File: src/rtl/moore_seq_lock.sv
`default_nettype none
// ============================================================================
// Module      : moore_seq_lock
// Description : Moore-style push-button combination lock. Edge-detected button
//               presses are matched against CODE. Wrong presses are counted
//               and trigger a timed lockout. A correct sequence raises z for a
//               fixed number of cycles.
// Revision    : 1.0 - initial release
// ============================================================================
module moore_seq_lock #(
    parameter int                        NUM_BTN     = 2,
    parameter int                        SEQ_LEN     = 4,
    parameter int                        IDXW        = 1,
    parameter logic [SEQ_LEN*IDXW-1:0]   CODE        = 4'b1100,
    parameter int                        MAX_FAIL    = 3,
    parameter int                        OPEN_CYCLES = 4,
    parameter int                        LOCK_CYCLES = 16
) (
    input  logic                            clk,
    input  logic                            reset,
    input  logic [NUM_BTN-1:0]              P,
    output logic                            z,
    output logic                            locked,
    output logic [$clog2(SEQ_LEN+1)-1:0]    progress,
    output logic [$clog2(MAX_FAIL+1)-1:0]   fail_cnt
);

    localparam int PW   = $clog2(SEQ_LEN + 1);
    localparam int FW   = $clog2(MAX_FAIL + 1);
    localparam int TMAX = (OPEN_CYCLES > LOCK_CYCLES) ? OPEN_CYCLES : LOCK_CYCLES;
    localparam int TW   = (TMAX > 1) ? $clog2(TMAX) : 1;

    localparam logic [TW-1:0] OPEN_LOAD = TW'(OPEN_CYCLES - 1);
    localparam logic [TW-1:0] LOCK_LOAD = TW'(LOCK_CYCLES - 1);
    localparam logic [PW-1:0] LAST_STEP = PW'(SEQ_LEN - 1);
    localparam logic [FW-1:0] FAIL_LAST = FW'(MAX_FAIL - 1);
    localparam logic [FW-1:0] FAIL_MAX  = FW'(MAX_FAIL);

    typedef enum logic [1:0] {
        ST_TRACK   = 2'd0,
        ST_OPEN    = 2'd1,
        ST_LOCKOUT = 2'd2
    } state_t;

    state_t               state_q,    state_d;
    logic [PW-1:0]        progress_q, progress_d;
    logic [FW-1:0]        fail_q,     fail_d;
    logic [TW-1:0]        timer_q,    timer_d;
    logic [NUM_BTN-1:0]   p_prev_q,   p_prev_d;

    logic                 w_press;
    logic                 w_valid;
    logic [IDXW-1:0]      w_btn_idx;
    logic [IDXW-1:0]      w_step_idx;
    logic [IDXW-1:0]      w_first_idx;

    // A press is the first non-zero sample after an all-zero sample.
    assign w_press     = (p_prev_q == '0) && (P != '0);
    assign w_valid     = $onehot(P);
    assign w_first_idx = CODE[IDXW-1:0];

    always_comb begin
        w_btn_idx = '0;
        for (int i = 0; i < NUM_BTN; i++) begin
            if (P[i]) w_btn_idx = IDXW'(i);
        end
        w_step_idx = '0;
        for (int k = 0; k < SEQ_LEN; k++) begin
            if (progress_q == PW'(k)) w_step_idx = CODE[k*IDXW +: IDXW];
        end
    end

    always_comb begin
        state_d    = state_q;
        progress_d = progress_q;
        fail_d     = fail_q;
        timer_d    = timer_q;
        p_prev_d   = P;
        unique case (state_q)
            ST_TRACK: begin
                if (w_press) begin
                    if (w_valid && (w_btn_idx == w_step_idx)) begin
                        if (progress_q == LAST_STEP) begin
                            state_d    = ST_OPEN;
                            progress_d = '0;
                            fail_d     = '0;
                            timer_d    = OPEN_LOAD;
                        end else begin
                            progress_d = progress_q + PW'(1);
                        end
                    end else if (fail_q == FAIL_LAST) begin
                        state_d    = ST_LOCKOUT;
                        progress_d = '0;
                        fail_d     = FAIL_MAX;
                        timer_d    = LOCK_LOAD;
                    end else begin
                        fail_d     = fail_q + FW'(1);
                        // A wrong press of the first code button restarts the code.
                        progress_d = (w_valid && (w_btn_idx == w_first_idx)) ? PW'(1) : '0;
                    end
                end
            end
            ST_OPEN: begin
                if (timer_q == '0) begin
                    state_d    = ST_TRACK;
                    progress_d = '0;
                end else begin
                    timer_d = timer_q - TW'(1);
                end
            end
            ST_LOCKOUT: begin
                if (timer_q == '0) begin
                    state_d    = ST_TRACK;
                    progress_d = '0;
                    fail_d     = '0;
                end else begin
                    timer_d = timer_q - TW'(1);
                end
            end
            default: begin
                state_d    = ST_TRACK;
                progress_d = '0;
                fail_d     = '0;
                timer_d    = '0;
            end
        endcase
    end

    // All-ones on reset so a button held through reset release is not a press.
    always_ff @(posedge clk or posedge reset) begin
        if (reset) begin
            state_q    <= ST_TRACK;
            progress_q <= '0;
            fail_q     <= '0;
            timer_q    <= '0;
            p_prev_q   <= '1;
        end else begin
            state_q    <= state_d;
            progress_q <= progress_d;
            fail_q     <= fail_d;
            timer_q    <= timer_d;
            p_prev_q   <= p_prev_d;
        end
    end

    assign z        = (state_q == ST_OPEN);
    assign locked   = (state_q == ST_LOCKOUT);
    assign progress = progress_q;
    assign fail_cnt = fail_q;

endmodule
`default_nettype wire

File: config.mk
export PLATFORM = sky130hd
export DESIGN_NAME = moore_seq_lock
export DESIGN_NICKNAME = d
export VERILOG_FILES = /design/src/rtl/moore_seq_lock.sv
export SDC_FILE = /design/constraint.sdc
export NUM_CORES = 1
export LEC_CHECK = 0
export ABC_CLOCK_PERIOD_IN_PS = 5500
export CAP_MARGIN = 5
export CELL_PAD_IN_SITES_DETAIL_PLACEMENT = 1
export CELL_PAD_IN_SITES_GLOBAL_PLACEMENT = 1
export CORE_UTILIZATION = 47
export CTS_BUF_LIST = sky130_fd_sc_hd__clkbuf_4 sky130_fd_sc_hd__clkbuf_8
export DETAILED_ROUTE_END_ITERATION = 10
export PLACE_DENSITY = 0.86
export SYNTH_ARGS = -nofsm -noshare
export SYNTH_HDL_FRONTEND = slang
export SYNTH_SLANG_ARGS = --single-unit
File: constraint.sdc
create_clock -name clk -period 5.5 [get_ports clk]
set_clock_uncertainty 0.2 [all_clocks]
set_input_delay 0.55 -clock clk [delete_from_list [all_inputs] [get_ports clk]]
set_output_delay 0.55 -clock clk [all_outputs]
set_load 0.01 [all_outputs]
=== Yosys cells after proc, flatten, opt, wreduce, memory -nomap -nowiden ===
Index checks and enable logic that the tools add are counted.

* Add/sub/neg operators: 4
* Equal/unequal tests: 13
* Muxes and demuxes: 27
* Bitwise operators: 2
* Reduce and logical (&&, ||, !) cells: 12

{| class="wikitable"
|+ Operator list
! operator !! number
|-
| $mux 4 || 5
|-
| $mux 2 || 9
|-
| $mux 3 || 4
|-
| $reduce_and 4->1 || 3
|-
| $pmux 4 s2 || 1
|-
| $eq 3x2->1 const B || 2
|-
| $ne 3x3->1 const B || 2
|-
| $pmux 2 s3 || 1
|-
| $pmux 3 s2 || 1
|-
| $mux 1 || 5
|-
| $eq 2x1->1 const B || 2
|-
| $eq 2x2->1 const B || 2
|-
| $logic_not 2->1 || 2
|-
| $logic_not 4->1 || 1
|-
| $ne 2x1->1 const B || 2
|-
| $ne 2x2->1 const B || 2
|-
| $pmux 2 s2 || 1
|-
| $sub 4x1->4 const B || 1
|-
| $add 3x1->3 const B || 1
|-
| $logic_and 1x1->1 || 3
|-
| $add 1x1->2 || 1
|-
| $add 2x1->2 const B || 1
|-
| $not 1->1 || 2
|-
| $reduce_and 2->1 || 1
|-
| 3 further kinds || 3
|}

* Bits in registers: 13
* Input port bits: 4
* Word-level logic and storage cells: 63

=== Logic depth before layout (Yosys ltp) ===
* Word-level depth: 8
* Gate-level depth with buffers: 6

=== Least setup slack after synthesis ===
OpenSTA, ideal clock, no wires.

* Path type: input port to flip-flop
* From: in P[0]
* To: reg timer_q[0]
* Library setup time: 127 ps
* Arrival time: 1738 ps
* Setup slack: 3435 ps
* Stages on the path: 6
* Buffers on the path: 0
* Path through: inv_1 > ha_1 > o31a_1 > a31oi_1 > nand3_2 > mux2_1

* Word-level cells in the longest chain between the ends: 6
* Elaborated cells on any way between the ends: 12
* Those cells by class: add/sub (1); eq/ne (4); mux (3); reduce/logical (4)

{| class="wikitable"
|+ Ends and longest elaborated chain
! item !! line !! source
|-
| from (decl) || 21 || <nowiki>input logic [NUM_BTN-1:0] P,</nowiki>
|-
| $add 1x1->2 (implied by the code) || 59 || <nowiki>assign w_valid = $onehot(P);</nowiki>
|-
| $eq 2x1->1 || 59 ||
|-
| $logic_and 1x1->1 || 82 || <nowiki>if (w_valid && (w_btn_idx == w_step_idx)) begin</nowiki>
|-
| $mux 4 || 82 ||
|-
| $mux 4 || 81 || <nowiki>if (w_press) begin</nowiki>
|-
| $pmux 4 s2 || 79 || <nowiki>unique case (state_q)</nowiki>
|-
| to (signal assigned) || 141 || <nowiki>timer_q <= timer_d;</nowiki>
|-
| to (decl) || 48 || <nowiki>logic [TW-1:0] timer_q, timer_d;</nowiki>
|}

Parallel ways exist; a longest one is shown, timed or not. The select of a mux whose other input is x is not followed.
A chain may end at the register's enable or synchronous reset.

=== Final worst setup path ===
* From: in P[1]
* To: reg timer_q[0]

* Word-level cells in the longest chain between the ends: 6
* Elaborated cells on any way between the ends: 14
* Those cells by class: add/sub (1); eq/ne (5); mux (4); reduce/logical (4)

{| class="wikitable"
|+ Ends and longest elaborated chain
! item !! line
|-
| $add 1x1->2 (implied by the code) / $mux 1 (equally long branches) || 59, 65
|-
| $eq 2x1->1 / $eq 1x1->1 (equally long branches) || 59, 82
|-
| $logic_and 1x1->1 || 82
|-
| $mux 4 || 82
|-
| $mux 4 || 81
|-
| $pmux 4 s2 || 79
|}

Parallel ways exist; a longest one is shown, timed or not. The select of a mux whose other input is x is not followed.

==> impl_metrics.env <==
export IMPL_grt_usage=0.234
export IMPL_hold_depth=1
export IMPL_setup_tns_final_ps=0
export IMPL_worstRegToRegCells=5
export IMPL_final_area_um2=1090
export IMPL_critPathKind="in -> reg"
export IMPL_port_buffers=10
export IMPL_holdWs_ps=332
export IMPL_fp_dieW_um=46.4
export IMPL_ys_flop_type="dfrtp_1"
export IMPL_rsz0062_at_grt="no"
export IMPL_yosys_warnings=0
export IMPL_arrival_ps=2650
export IMPL_p_leak_nw=0.488
export IMPL_antenna_left=0
export IMPL_cts_buffers=3
export IMPL_synth_edf_count=0
export IMPL_drtIter0Drc=8
export IMPL_grt_pass1_wl_mm=3.42
export IMPL_worst_slew_pin_slew_ps=497
export IMPL_post_cts_resized=0
export IMPL_cts_root_buf="clkbuf_4"
export IMPL_ys_ff_latch=13
export IMPL_cp_start_kind="input port"
export IMPL_synth_area_um2=925
export IMPL_drive_above_1_share=0.163
export IMPL_num_vias=737
export IMPL_numClockSinks=13
export IMPL_syn_nets=104
export IMPL_postCtsSetupBuffers=0
export IMPL_fp_dieH_um=46.4
export IMPL_antenna_found_initial=0
export IMPL_synth_area_leaders="dfrtp_1 30%, ha_1 14%, dfstp_2 5.7%"
export IMPL_cp_end_kind="register"
export IMPL_viasPerCell=5.71
export IMPL_clockBufferDepth=2
export IMPL_drt_wl_total_mm=1.98
export IMPL_dp_hpwl_mm=1.55
export IMPL_hp_class="reg -> reg"
export IMPL_setup_viol=0
export IMPL_avgSynthCellArea_um2=10.3
export IMPL_synthArstFlopShare=1.00
export IMPL_die_area_um2=2150
export IMPL_grt_pass1_vias=767
export IMPL_ys_seq_area_frac=0.355
export IMPL_crit_required_ps=5460
export IMPL_area_growth_pct=17.5
export IMPL_insertion_delay_ps=280
export IMPL_max_slew_margin=0.668
export IMPL_syn_inst=90
export IMPL_cts_max_level=1
export IMPL_dpl_cell_count=125
export IMPL_drc=0
export IMPL_core_um2=1780
export IMPL_yosys_area_top_type_share=0.298
export IMPL_pin_count=11
export IMPL_fin_cells=129
export IMPL_cts_clk_slew_worst_paths_ps=70
export IMPL_period_share=0.489
export IMPL_r2r_setup_slack_ps=3260
export IMPL_post_drt_wl_per_cell_um=15.4
export IMPL_cts_hold_buffers_added=0
export IMPL_drt_pass1_iter_count=4
export IMPL_nNetsFinal=119
export IMPL_yosys_area_top_type="dfrtp_1"
export IMPL_status="finished clean"
export IMPL_ys_types=37
export IMPL_tritoncts="built"
export IMPL_power_mw=0.593
export IMPL_synth_commonest_cells="12 x inv_1, 11 x dfrtp_1, 10 x ha_1"
export IMPL_hold_viol_final=0
export IMPL_placed_area_um2=1060
export IMPL_grt_overflow_total=0
export IMPL_power_per_cell_area_nw_per_um2=546
export IMPL_crit_fanout=9
export IMPL_report_final_slew_viol_count=0
export IMPL_gp_congestion=0.766
export IMPL_grt_max_degree=14
export IMPL_peakVddDrop_mv=0.243
export IMPL_fp_row_count=15
export IMPL_yosysMostFrequentCell="inv_1"
export IMPL_clock_fmax_mhz=372
export IMPL_start_util=0.519
export IMPL_cap_violations=0
export IMPL_n_antenna_cell=0
export IMPL_layout_min_cycle_time_ps=2690
final timing paths:
| kind | startpoint | end |
|---|---|---|
| setup / recovery | P[1] | timer_q[0]$_DFFE_PP0P_ |
| hold reg to reg | fail_cnt[1]$_DFFE_PP0P_ | fail_cnt[1]$_DFFE_PP0P_ |
| hold / removal | fail_cnt[1]$_DFFE_PP0P_ | fail_cnt[1]$_DFFE_PP0P_ |
| max in group asynchronous | reset | p_prev_q[1]$_DFF_PP1_ |
| min in group asynchronous | reset | progress[1]$_DFFE_PP0P_ |
| setup reg to reg | progress[1]$_DFFE_PP0P_ | timer_q[0]$_DFFE_PP0P_ |
logic make-up after synthesis:
kind of cell | share of synthesized area
flops | 0.355
fa+ha+maj | 0.135
simple gates | 0.168
buf+inv | 0.0487
mux | 0.0609
compound gates | 0.233
stage by stage:
step | setup slack [ps] | util
detailed placement | 2570 | 0.592
finish | 2810 | 0.609
global placement | 2690 | 0.592
global route | 2730 | 0.609
floorplan | 3430 | -
CTS | 2860 | 0.609
registers in the layout (all words and copies together), names as in the netlist:
name and flops:
p_prev_q 2, state_q 2, fail_cnt 2, timer_q 4, progress 3
power by group:
part / internal, mW / switching, mW / total (mW)
clock: 0.0331 / 0.0302 / 0.0633
combinational: 0.166 / 0.199 / 0.365
sequential: 0.129 / 0.0351 / 0.164
total: 0.329 / 0.264 / 0.593
per-layer routing:
metal	track usage	wire length [um]	vias up
met2	0.372	967	15
met1	0.300	928	359
met3	0.0471	53	5
met5	0	0	-
met4	0.106	32	0
li1	-	-	358
cells in the final DEF (no fill, tap or decap), drive strengths merged, types with 2 or more instances in the layout:
cell / instances
nor2b: 2
a21oi: 5
nand2: 2
o2111ai: 3
o31ai: 2
a22oi: 2
clkdlybuf4s50: 10
nor3b: 2
nor2: 7
ha: 10
dfrtp: 11
and2: 2
nand2b: 2
inv: 12
nor3: 2
o2bb2ai: 2
a31oi: 3
clkbuf: 4
o21ai: 2
dfstp: 2
mux2: 5
cell type report:
type,count,area [um^2]
Sequential cell,13,328
Fill cell,214,697
Timing Repair Buffer,10,100
Clock buffer,4,30.0
Tap cell,25,31.3
Multi-Input combinational cell,65,552
Inverter,12,45.0
critical path, stage by stage:
cell	delay (ps)
clkdlybuf4s50_1	630
inv_1	100
ha_1	190
o31a_1	290
a31oi_1	400
nand3_2	140
mux2_1	340
Power figures use the tool's default switching activity.
